<file path="config.mk">
export PLATFORM = sky130hd
export DESIGN_NAME = checksum_tx
export DESIGN_NICKNAME = d
export VERILOG_FILES = /design/src/rtl/checksum_pkg.sv /design/src/rtl/checksum_bit_timer.sv /design/src/rtl/checksum_tx.sv
export SDC_FILE = /design/constraint.sdc
export NUM_CORES = 1
export LEC_CHECK = 0
export CORE_MARGIN = 2
export CORE_UTILIZATION = 45
export DETAILED_ROUTE_END_ITERATION = 16
export PLACE_DENSITY = 0.66
export SLEW_MARGIN = 20
export SYNTH_ARGS = -nofsm -noshare
export SYNTH_HDL_FRONTEND = slang
export SYNTH_HIERARCHICAL = 1
export SYNTH_SLANG_ARGS = --single-unit
</file>
<file path="constraint.sdc">
create_clock -name clk -period 3 [get_ports clk]
set_input_delay 0.6 -clock clk [delete_from_list [all_inputs] [get_ports clk]]
set_output_delay 0.6 -clock clk [all_outputs]
set_load 0.02 [all_outputs]
</file>
<file path="src/rtl/checksum_pkg.sv">
`default_nettype none
// ============================================================================
// Module      : checksum_pkg
// Description : Definitions shared by the transmit and receive ends of the
//               checksummed byte link: default check key, frame length and
//               the transmit state encoding.
// Revision    : 1.0 - initial release
// ============================================================================
package checksum_pkg;

    // Check key shared with the receive-side checker.
    localparam logic [7:0] DEFAULT_KEY = 8'h37;

    // start + 8 data + 8 check + stop
    localparam int FRAME_BITS = 18;

    typedef enum logic [2:0] {
        IDLE  = 3'd0,
        START = 3'd1,
        DATA  = 3'd2,
        CHECK = 3'd3,
        STOP  = 3'd4
    } tx_state_t;

endpackage
`default_nettype wire

</file>
<file path="src/rtl/checksum_bit_timer.sv">
`default_nettype none
// ============================================================================
// Module      : checksum_bit_timer
// Description : Divides the clock down to one tick per serial bit. Counts
//               0..CLKS_PER_BIT-1 while enabled, ticks on the terminal count
//               and wraps. Held at 0 while disabled, so every frame starts
//               from a fresh count.
// Revision    : 1.0 - initial release
// Ports       : clk  - clock, rising edge
//               rst  - asynchronous active-high reset
//               en   - count enable (a frame is in progress)
//               tick - high for the last cycle of each bit time
// ============================================================================
module checksum_bit_timer #(
    parameter int CLKS_PER_BIT = 4
) (
    input  logic clk,
    input  logic rst,
    input  logic en,
    output logic tick
);

    // A 1-cycle bit still needs a 1-bit counter to keep the logic well formed.
    localparam int              c_CW   = (CLKS_PER_BIT > 1) ? $clog2(CLKS_PER_BIT) : 1;
    localparam logic [c_CW-1:0] c_LAST = c_CW'(CLKS_PER_BIT - 1);

    logic [c_CW-1:0] r_cnt;

    assign tick = en && (r_cnt == c_LAST);

    always_ff @(posedge clk or posedge rst) begin
        if (rst) begin
            r_cnt <= '0;
        end else if (!en || tick) begin
            r_cnt <= '0;
        end else begin
            r_cnt <= r_cnt + 1'b1;
        end
    end

endmodule
`default_nettype wire

</file>
<file path="src/rtl/checksum_tx.sv">
`default_nettype none
// ============================================================================
// Module      : checksum_tx
// Description : Transmit end of the checksummed byte link. Accepts one byte
//               per valid/ready handshake and serialises an 18-bit frame
//               (start 0, data LSB first, check = data ^ KEY LSB first,
//               stop 1) onto an idle-high line, CLKS_PER_BIT cycles per bit.
// Revision    : 1.0 - initial release
// Ports       : clk       - clock, rising edge
//               rst       - asynchronous active-high reset
//               data_in   - byte to send, sampled on the accepting edge
//               valid_in  - data_in is valid
//               ready_out - block can accept a byte (IDLE)
//               tx        - registered serial line, idles high
//               busy      - frame in progress
//               done      - one-cycle pulse after the stop bit
// ============================================================================
module checksum_tx
    import checksum_pkg::*;
#(
    parameter logic [7:0] KEY          = DEFAULT_KEY,
    parameter int         CLKS_PER_BIT = 4
) (
    input  logic       clk,
    input  logic       rst,
    input  logic [7:0] data_in,
    input  logic       valid_in,
    output logic       ready_out,
    output logic       tx,
    output logic       busy,
    output logic       done
);

    tx_state_t  r_state;
    tx_state_t  w_state_next;
    logic [7:0] r_data_sr;
    logic [7:0] r_chk_sr;
    logic [2:0] r_bit_cnt;
    logic       r_tx;
    logic       r_done;
    logic       w_tick;
    logic       w_accept;
    logic       w_last_bit;

    assign ready_out  = (r_state == IDLE);
    assign busy       = ~ready_out;
    assign tx         = r_tx;
    assign done       = r_done;
    assign w_accept   = valid_in & ready_out;
    assign w_last_bit = (r_bit_cnt == 3'd7);

    // The timer is disabled in IDLE, which holds it at 0 so the start bit
    // always gets a full bit time after the accepting edge.
    checksum_bit_timer #(
        .CLKS_PER_BIT (CLKS_PER_BIT)
    ) u_bit_timer (
        .clk  (clk),
        .rst  (rst),
        .en   (busy),
        .tick (w_tick)
    );

    // ------------------------------------------------------------------
    // State register
    // ------------------------------------------------------------------
    always_ff @(posedge clk or posedge rst) begin
        if (rst) begin
            r_state <= IDLE;
        end else begin
            r_state <= w_state_next;
        end
    end

    // ------------------------------------------------------------------
    // Next-state logic
    // ------------------------------------------------------------------
    always_comb begin
        w_state_next = r_state;
        case (r_state)
            IDLE:    if (w_accept)                 w_state_next = START;
            START:   if (w_tick)                   w_state_next = DATA;
            DATA:    if (w_tick && w_last_bit)     w_state_next = CHECK;
            CHECK:   if (w_tick && w_last_bit)     w_state_next = STOP;
            STOP:    if (w_tick)                   w_state_next = IDLE;
            default:                               w_state_next = IDLE;
        endcase
    end

    // ------------------------------------------------------------------
    // Datapath: tx is loaded on the same edge that enters each bit, so the
    // line changes together with the state. The shift registers always
    // present the next bit to send at position 0.
    // ------------------------------------------------------------------
    always_ff @(posedge clk or posedge rst) begin
        if (rst) begin
            r_data_sr <= '0;
            r_chk_sr  <= '0;
            r_bit_cnt <= '0;
            r_tx      <= 1'b1;
            r_done    <= 1'b0;
        end else begin
            r_done <= 1'b0;
            case (r_state)
                IDLE: begin
                    if (w_accept) begin
                        r_data_sr <= data_in;
                        r_chk_sr  <= data_in ^ KEY;
                        r_bit_cnt <= '0;
                        r_tx      <= 1'b0;
                    end
                end
                START: begin
                    if (w_tick) begin
                        r_tx      <= r_data_sr[0];
                        r_data_sr <= {1'b0, r_data_sr[7:1]};
                    end
                end
                DATA: begin
                    if (w_tick) begin
                        if (w_last_bit) begin
                            r_tx      <= r_chk_sr[0];
                            r_chk_sr  <= {1'b0, r_chk_sr[7:1]};
                            r_bit_cnt <= '0;
                        end else begin
                            r_tx      <= r_data_sr[0];
                            r_data_sr <= {1'b0, r_data_sr[7:1]};
                            r_bit_cnt <= r_bit_cnt + 3'd1;
                        end
                    end
                end
                CHECK: begin
                    if (w_tick) begin
                        if (w_last_bit) begin
                            r_tx      <= 1'b1;
                            r_bit_cnt <= '0;
                        end else begin
                            r_tx      <= r_chk_sr[0];
                            r_chk_sr  <= {1'b0, r_chk_sr[7:1]};
                            r_bit_cnt <= r_bit_cnt + 3'd1;
                        end
                    end
                end
                STOP: begin
                    if (w_tick) begin
                        r_tx   <= 1'b1;
                        r_done <= 1'b1;
                    end
                end
                default: begin
                    r_tx <= 1'b1;
                end
            endcase
        end
    end

endmodule
`default_nettype wire

</file>
* After elaboration in Yosys (flattened, before gate mapping) *
Index checks and enable logic that the tools add are counted.

word-level totals
  bits of input ports = 11
  output and inout port bits = 4
  register bits after elaboration = 26
  word-level logic and storage cells = 74

operators by class
  mux-type cells = 32
  equal/unequal tests = 17
  add/sub/neg operators = 2
  bitwise logic cells = 3
  reductions and logical operators = 13

operators with widths
  kind                   number
  $mux W8                9
  $pmux W8 S3            2
  $mux W3                8
  $pmux W3 S5            1
  $reduce_and A5 Y1      3
  $ne A2 B1 Y1 const B   6
  $ne A2 B2 Y1 const B   5
  $mux W1                9
  $eq A3 B2 Y1 const B   2
  $eq A3 B3 Y1 const B   2
  $pmux W3 S2            1
  $reduce_and A6 Y1      1
  $reduce_bool A3 Y1     2
  $not A5 Y5             1
  $pmux W1 S5            1
  $add A3 B1 Y3 const B  1
  $eq A3 B1 Y1 const B   1
  $logic_not A3 Y1       1
  $reduce_and A3 Y1      1
  $add A2 B1 Y2 const B  1
  $eq A2 B2 Y1 const B   1
  $logic_and A1 B1 Y1    2
  $mux W2                1
  $reduce_bool A2 Y1     1
  other kinds (4)        4

* Longest topological paths before layout *
  word-level depth = 6
  mapped depth = 10
  depth with buffers taken out = 7

* By module *
Netlist, hierarchy kept.

modules (own cells, without submodules)
  module              sequential area each (µm²)  cells an instance  instances  area each (µm²)
  checksum_tx         601.8                       112                1          1296.2
  checksum_bit_timer  50.0                        7                  1          95.1

* Worst setup path before layout *
Ideal clock, no wire load.

  kind = register to register
  from = reg r_state[0]
  to = reg r_data_sr[0]
  library setup time = 0.125 ns
  period minus slack after synthesis = 2.284 ns
  slack = 0.716 ns
  cell stages (with the launch flop) = 11
  arrival time = 2.159 ns
  cells stage by stage = dfrtp_1 buf_6 buf_2 nor2_1 nand2_1 and2_2 buf_2 nand2_1 o32a_1 nor2_4 mux2_2

on the way
  word-level cells in the longest chain between the ends = 5

RTL lines
  item                                    RTL line                  text
  start, declared                         checksum_tx.sv:34         tx_state_t r_state;
  start signal, assigned                  checksum_tx.sv:70         r_state <= w_state_next;
  $logic_not A3 Y1 (*)                    checksum_tx.sv:45         assign ready_out = (r_state == IDLE);
  $not A1 Y1 (*)                          checksum_tx.sv:46         assign busy = ~ready_out;
  named net busy                          checksum_tx.sv:30         output logic busy,
  $logic_and A1 B1 Y1 (*)                 checksum_bit_timer.sv:29  assign tick = en && (r_cnt == c_LAST);
  named net w_tick                        checksum_tx.sv:41         logic w_tick;
  $ne A2 B1 Y1 (no source line)           n/a
  $reduce_and A5 Y1 (no source line) (*)  n/a
  end signal, assigned                    checksum_tx.sv:106        r_data_sr <= data_in;
  end signal, assigned                    checksum_tx.sv:115        r_data_sr <= {1'b0, r_data_sr[7:1]};
  end signal, assigned                    checksum_tx.sv:126        r_data_sr <= {1'b0, r_data_sr[7:1]};
  end, declared                           checksum_tx.sv:36         logic [7:0] r_data_sr;

The timed path passes the listed nets; every way through them passes the cells marked *.
A chain may end at the register's enable or synchronous reset.

* Worst setup path after layout *
  from = reg r_state[0]
  to = out ready_out

on the way
  word-level cells in the longest chain between the ends = 1

RTL lines
  item              RTL line           text
  $logic_not A3 Y1  checksum_tx.sv:45
  end, declared     checksum_tx.sv:28  output logic ready_out,

No other way between the ends.

==> results.tsv <==
stage	metric	value	unit
setup_path	Critical Path Sink	ready_out	
grt	global route overflow	0	
timing	worst slew margin relative to its limit	0.381	
outcome	run status	complete, no violations	
logic_synthesis	simple logic cell fraction of the synthesized area	0.123	
logic_synthesis	number of enable-type register cells in the synthesized netlist	0	
timing	period utilization	0.852	
setup_path	worst r2r path cells	7	
clock_network	Hold-fix buffers, CTS	0	
timing	Max Clk Rate	391	MHz
placement	Port Buffer Count	14	
floorplanning	Std-Cell Core Area	0.00300	mm^2
setup_path	highest cell delay on the worst timing path	590	ps
routing	remaining number of nets flagged by the antenna check after routing	0	
logic_synthesis	mean area per synthesized cell	11.7	um^2
job	number of max-cap violations	0	
timing	post-route minimum period	2560	ps
setup_path	critical path startpoint	r_state[0]	
routing	detailed-route wire length per cell	14.7	um
floorplanning	Top-Level Pins	15	
logic_synthesis	syn nets	134	
floorplanning	Std-Cell Rows	20	
clock_network	root buffer cell	clkbuf_4	
floorplanning	Die ar.	0.00355	mm^2
logic_synthesis	total number of yosys warnings	6	
clock_network	clock transition at the registers of the reported paths	140	ps
routing	Pre-antenna DRT Iters	4	
timing	worst clock skew	9.26	ps
routing	total met2 wirelength after detailed routing	1.17	mm
routing	total number of vias	909	
logic_synthesis	share of the synthesized area in compound gates (AO/OA/AOI/OAI)	0.103	
pwr	Power Density	359	mW/mm^2
finish	Ant. Diodes	0	
grt	via count of the first global-routing pass	928	
logic_synthesis	area share of the largest cell type after synthesis	0.450	
routing	WL met1	1.11	mm
logic_synthesis	mux share of post-synthesis cell area	0.216	
clock_network	Bufs on Longest Clock Path	2	
clock_network	count of instances resized after the clock tree is built	0	
logic_synthesis	post-synthesis async set-or-reset flop share	1.00	
finish	fraction of layout cells with a size suffix above 1	0.275	
logic_synthesis	most frequent cells after synthesis	dfrtp_1, mux2_2, nand2_1	
clock_network	Clock H-tree levels	1	
clock_network	number of clock sinks	26	
pwr	VDD IR-drop max	276	uV
clock_network	Setup Buffers After CTS	0	
setup_path	CP endpoint kind	output pin	
setup_path	Worst setup SP type	flop	
logic_synthesis	Synth Area in Adders	0.0360	
timing	endpoints failing hold	0	
setup_path	CP max-delay cell	clkdlybuf4s50_1	
pwr	Pwr Total	564	uW
finish	layout overhead on the synthesized area	12.9	%
logic_synthesis	Primary FF master, synth	dfrtp_1	
logic_synthesis	register area share after synthesis	0.469	
routing	violation count after the first detailed-route iteration	29	
grt	initial antenna violation count	0	
pwr	Leak Pwr	0.708	nW
placement	pre-CTS worst setup slack	642	ps
grt	largest net degree at the start of global routing	25	
floorplanning	effective utilization at floorplan	0.463	
timing	max-slew violation count	0	
timing	worst-margin pin slew	927	ps
min_path	Min-Delay Path Class	in2async	
clock_network	TritonCTS clock tree	yes	
placement	Placer Congestion	0.742	
logic_synthesis	Cell Area, Synth	0.00139	mm^2
setup_path	required time of the critical path	2400	ps
logic_synthesis	largest area contributor in the synthesized netlist	dfrtp_1	
setup_path	reg-to-reg startpoint	r_state[0]	
logic_synthesis	Yosys cell types	37	
setup_path	flop-to-flop setup slack	630	ps
grt	wire length of the first global-routing pass	4.14	mm
grt	total routing resource utilization after global routing	0.156	
timing	final-report setup violation count	0	
routing	DR vias/cell	5.54	
routing	top sig layer	met4	
routing	DRC errors left	0	
setup_path	Crit Path Max Fanout	15	
logic_synthesis	largest family of logic cells by synthesized area	multiplexers	
logic_synthesis	post-synthesis share of cell area spent on xor and xnor gates	0.0126	
routing	sum of met3 wire segment lengths after detailed routing	116	um
clock_network	total CTS buffers	3	
setup_path	critical path arrival	1960	ps
floorplanning	die boundary width	59.6	um
finish	net total in the final layout	147	
placement	post-DP HPWL	1.72	mm
setup_path	CP cell instances	nor2_1 > nand2_1 > inv_1 > clkdlybuf4s50_1	
setup_path	R2R Path End	r_data_sr[3]	
routing	aggregate routed wire length	2.42	mm
clock_network	Clk Latency, worst-skew pair	320	ps
timing	TNS Setup	0	ps
timing	RSZ-0062 raised after global routing	no	
logic_synthesis	most frequent cell after synthesis	dfrtp_1	
logic_synthesis	flop and latch count out of synthesis	26	
timing	final worst slack	443	ps
logic_synthesis	Synth Instances	119	
floorplanning	vertical extent of the die	59.6	um
logic_synthesis	cells taking the most area after synthesis	dfrtp_1, mux2_2, ha_1	
setup_path	type of the setup path with the least slack	reg2out	
[how the worst min path moves through the flow]
stage / end / cells after the start / slack [ps] / from
3_5_place_dp: u_bit_timer/r_cnt[0] / 1 / 460 / u_bit_timer/r_cnt[0]
5_1_grt: u_bit_timer/r_cnt[0] / 2 / 410 / rst
3_3_place_gp: u_bit_timer/r_cnt[0] / 1 / 450 / u_bit_timer/r_cnt[0]
6_report: u_bit_timer/r_cnt[1] / 2 / 430 / rst
2_1_floorplan: u_bit_timer/r_cnt[0] / 1 / 340 / rst
4_1_cts: u_bit_timer/r_cnt[1] / 2 / 430 / rst
[state kept, by name, summed over array words and instances, names as in the netlist]
signal / cells
done: 1
r_state: 3
r_bit_cnt: 3
u_bit_timer/r_cnt: 2
r_chk_sr: 8
r_data_sr: 8
tx: 1
[critical path: cells and delay by family, from the launching register on]
family,cells,cell delay (ps)
and+or+nand+nor,2,400
DFF,1,580
buffers and inverters,2,660
[cell type report]
type	instances	area [um^2]
well taps	33	41.3
fillers	275	1430
multi-input cells	82	682
repair buffers	14	140
inverters	5	18.8
clock buffers	4	36.3
flip-flops and latches	26	652
[cells in the final DEF (no fill, tap or decap)]
master	Yosys	routed
a31o_2	1	1
inv_1	5	5
dfstp_2	1	1
nor3b_2	1	1
o2bb2ai_1	1	1
dfrtp_1	25	25
clkbuf_4	0	3
clkdlybuf4s50_1	0	14
and2_2	1	1
a21oi_1	3	3
nor2_1	4	4
and3b_1	1	1
and2b_1	1	1
o32a_1	2	2
ha_1	4	4
a311oi_1	1	1
a22o_1	3	3
a21oi_4	1	1
nor2_2	1	1
mux2_2	24	24
nand2b_1	1	1
nor2_4	1	1
mux2i_1	3	3
a31oi_1	1	1
and3_1	1	1
nor2b_1	2	2
nor4_1	1	1
nand3_1	1	1
clkbuf_8	0	1
o21ai_0	5	5
a211oi_1	1	1
nand2_1	11	11
and4_1	1	1
xnor2_1	1	1
or3b_4	1	1
xor2_1	1	1
nor3_1	1	1
[cells by family (layout without fill, tap and decap cells)]
group	count (synthesis)	count (layout)
simple gates	30	30
mux	27	27
flops	26	26
compound gates	19	19
buf+inv	11	23
fa+ha+maj	4	4
xor+xnor	2	2
[power breakdown]
group	total (mW)	internal (mW)	switching (mW)	leakage, nW
sequential	0.354	0.353	0.00105	0.320
combinational	0.0315	0.0184	0.0131	0.367
clock	0.178	0.0743	0.104	0.0210
total	0.564	0.446	0.118	0.708
[layer usage]
layer | vias to the layer above | GRT usage
met3 | 2 | 0.0480
met4 | 0 | 0.0381
met2 | 19 | 0.268
li1 | 446 | -
met1 | 442 | 0.191
met5 | - | 0
[through the flow]
step / area, um^2 / instances / util / hold WS [ps]
after detailed placement: 1530 / 160 / 0.511 / 461
after CTS: 1570 / 164 / 0.523 / 427
final: 1570 / 164 / 0.523 / 434
after global placement: 1530 / 160 / 0.511 / 449
after global routing: 1570 / 164 / 0.523 / 412
after floorplan: 1390 / 119 / - / 341
Power figures use the tool's default switching activity.
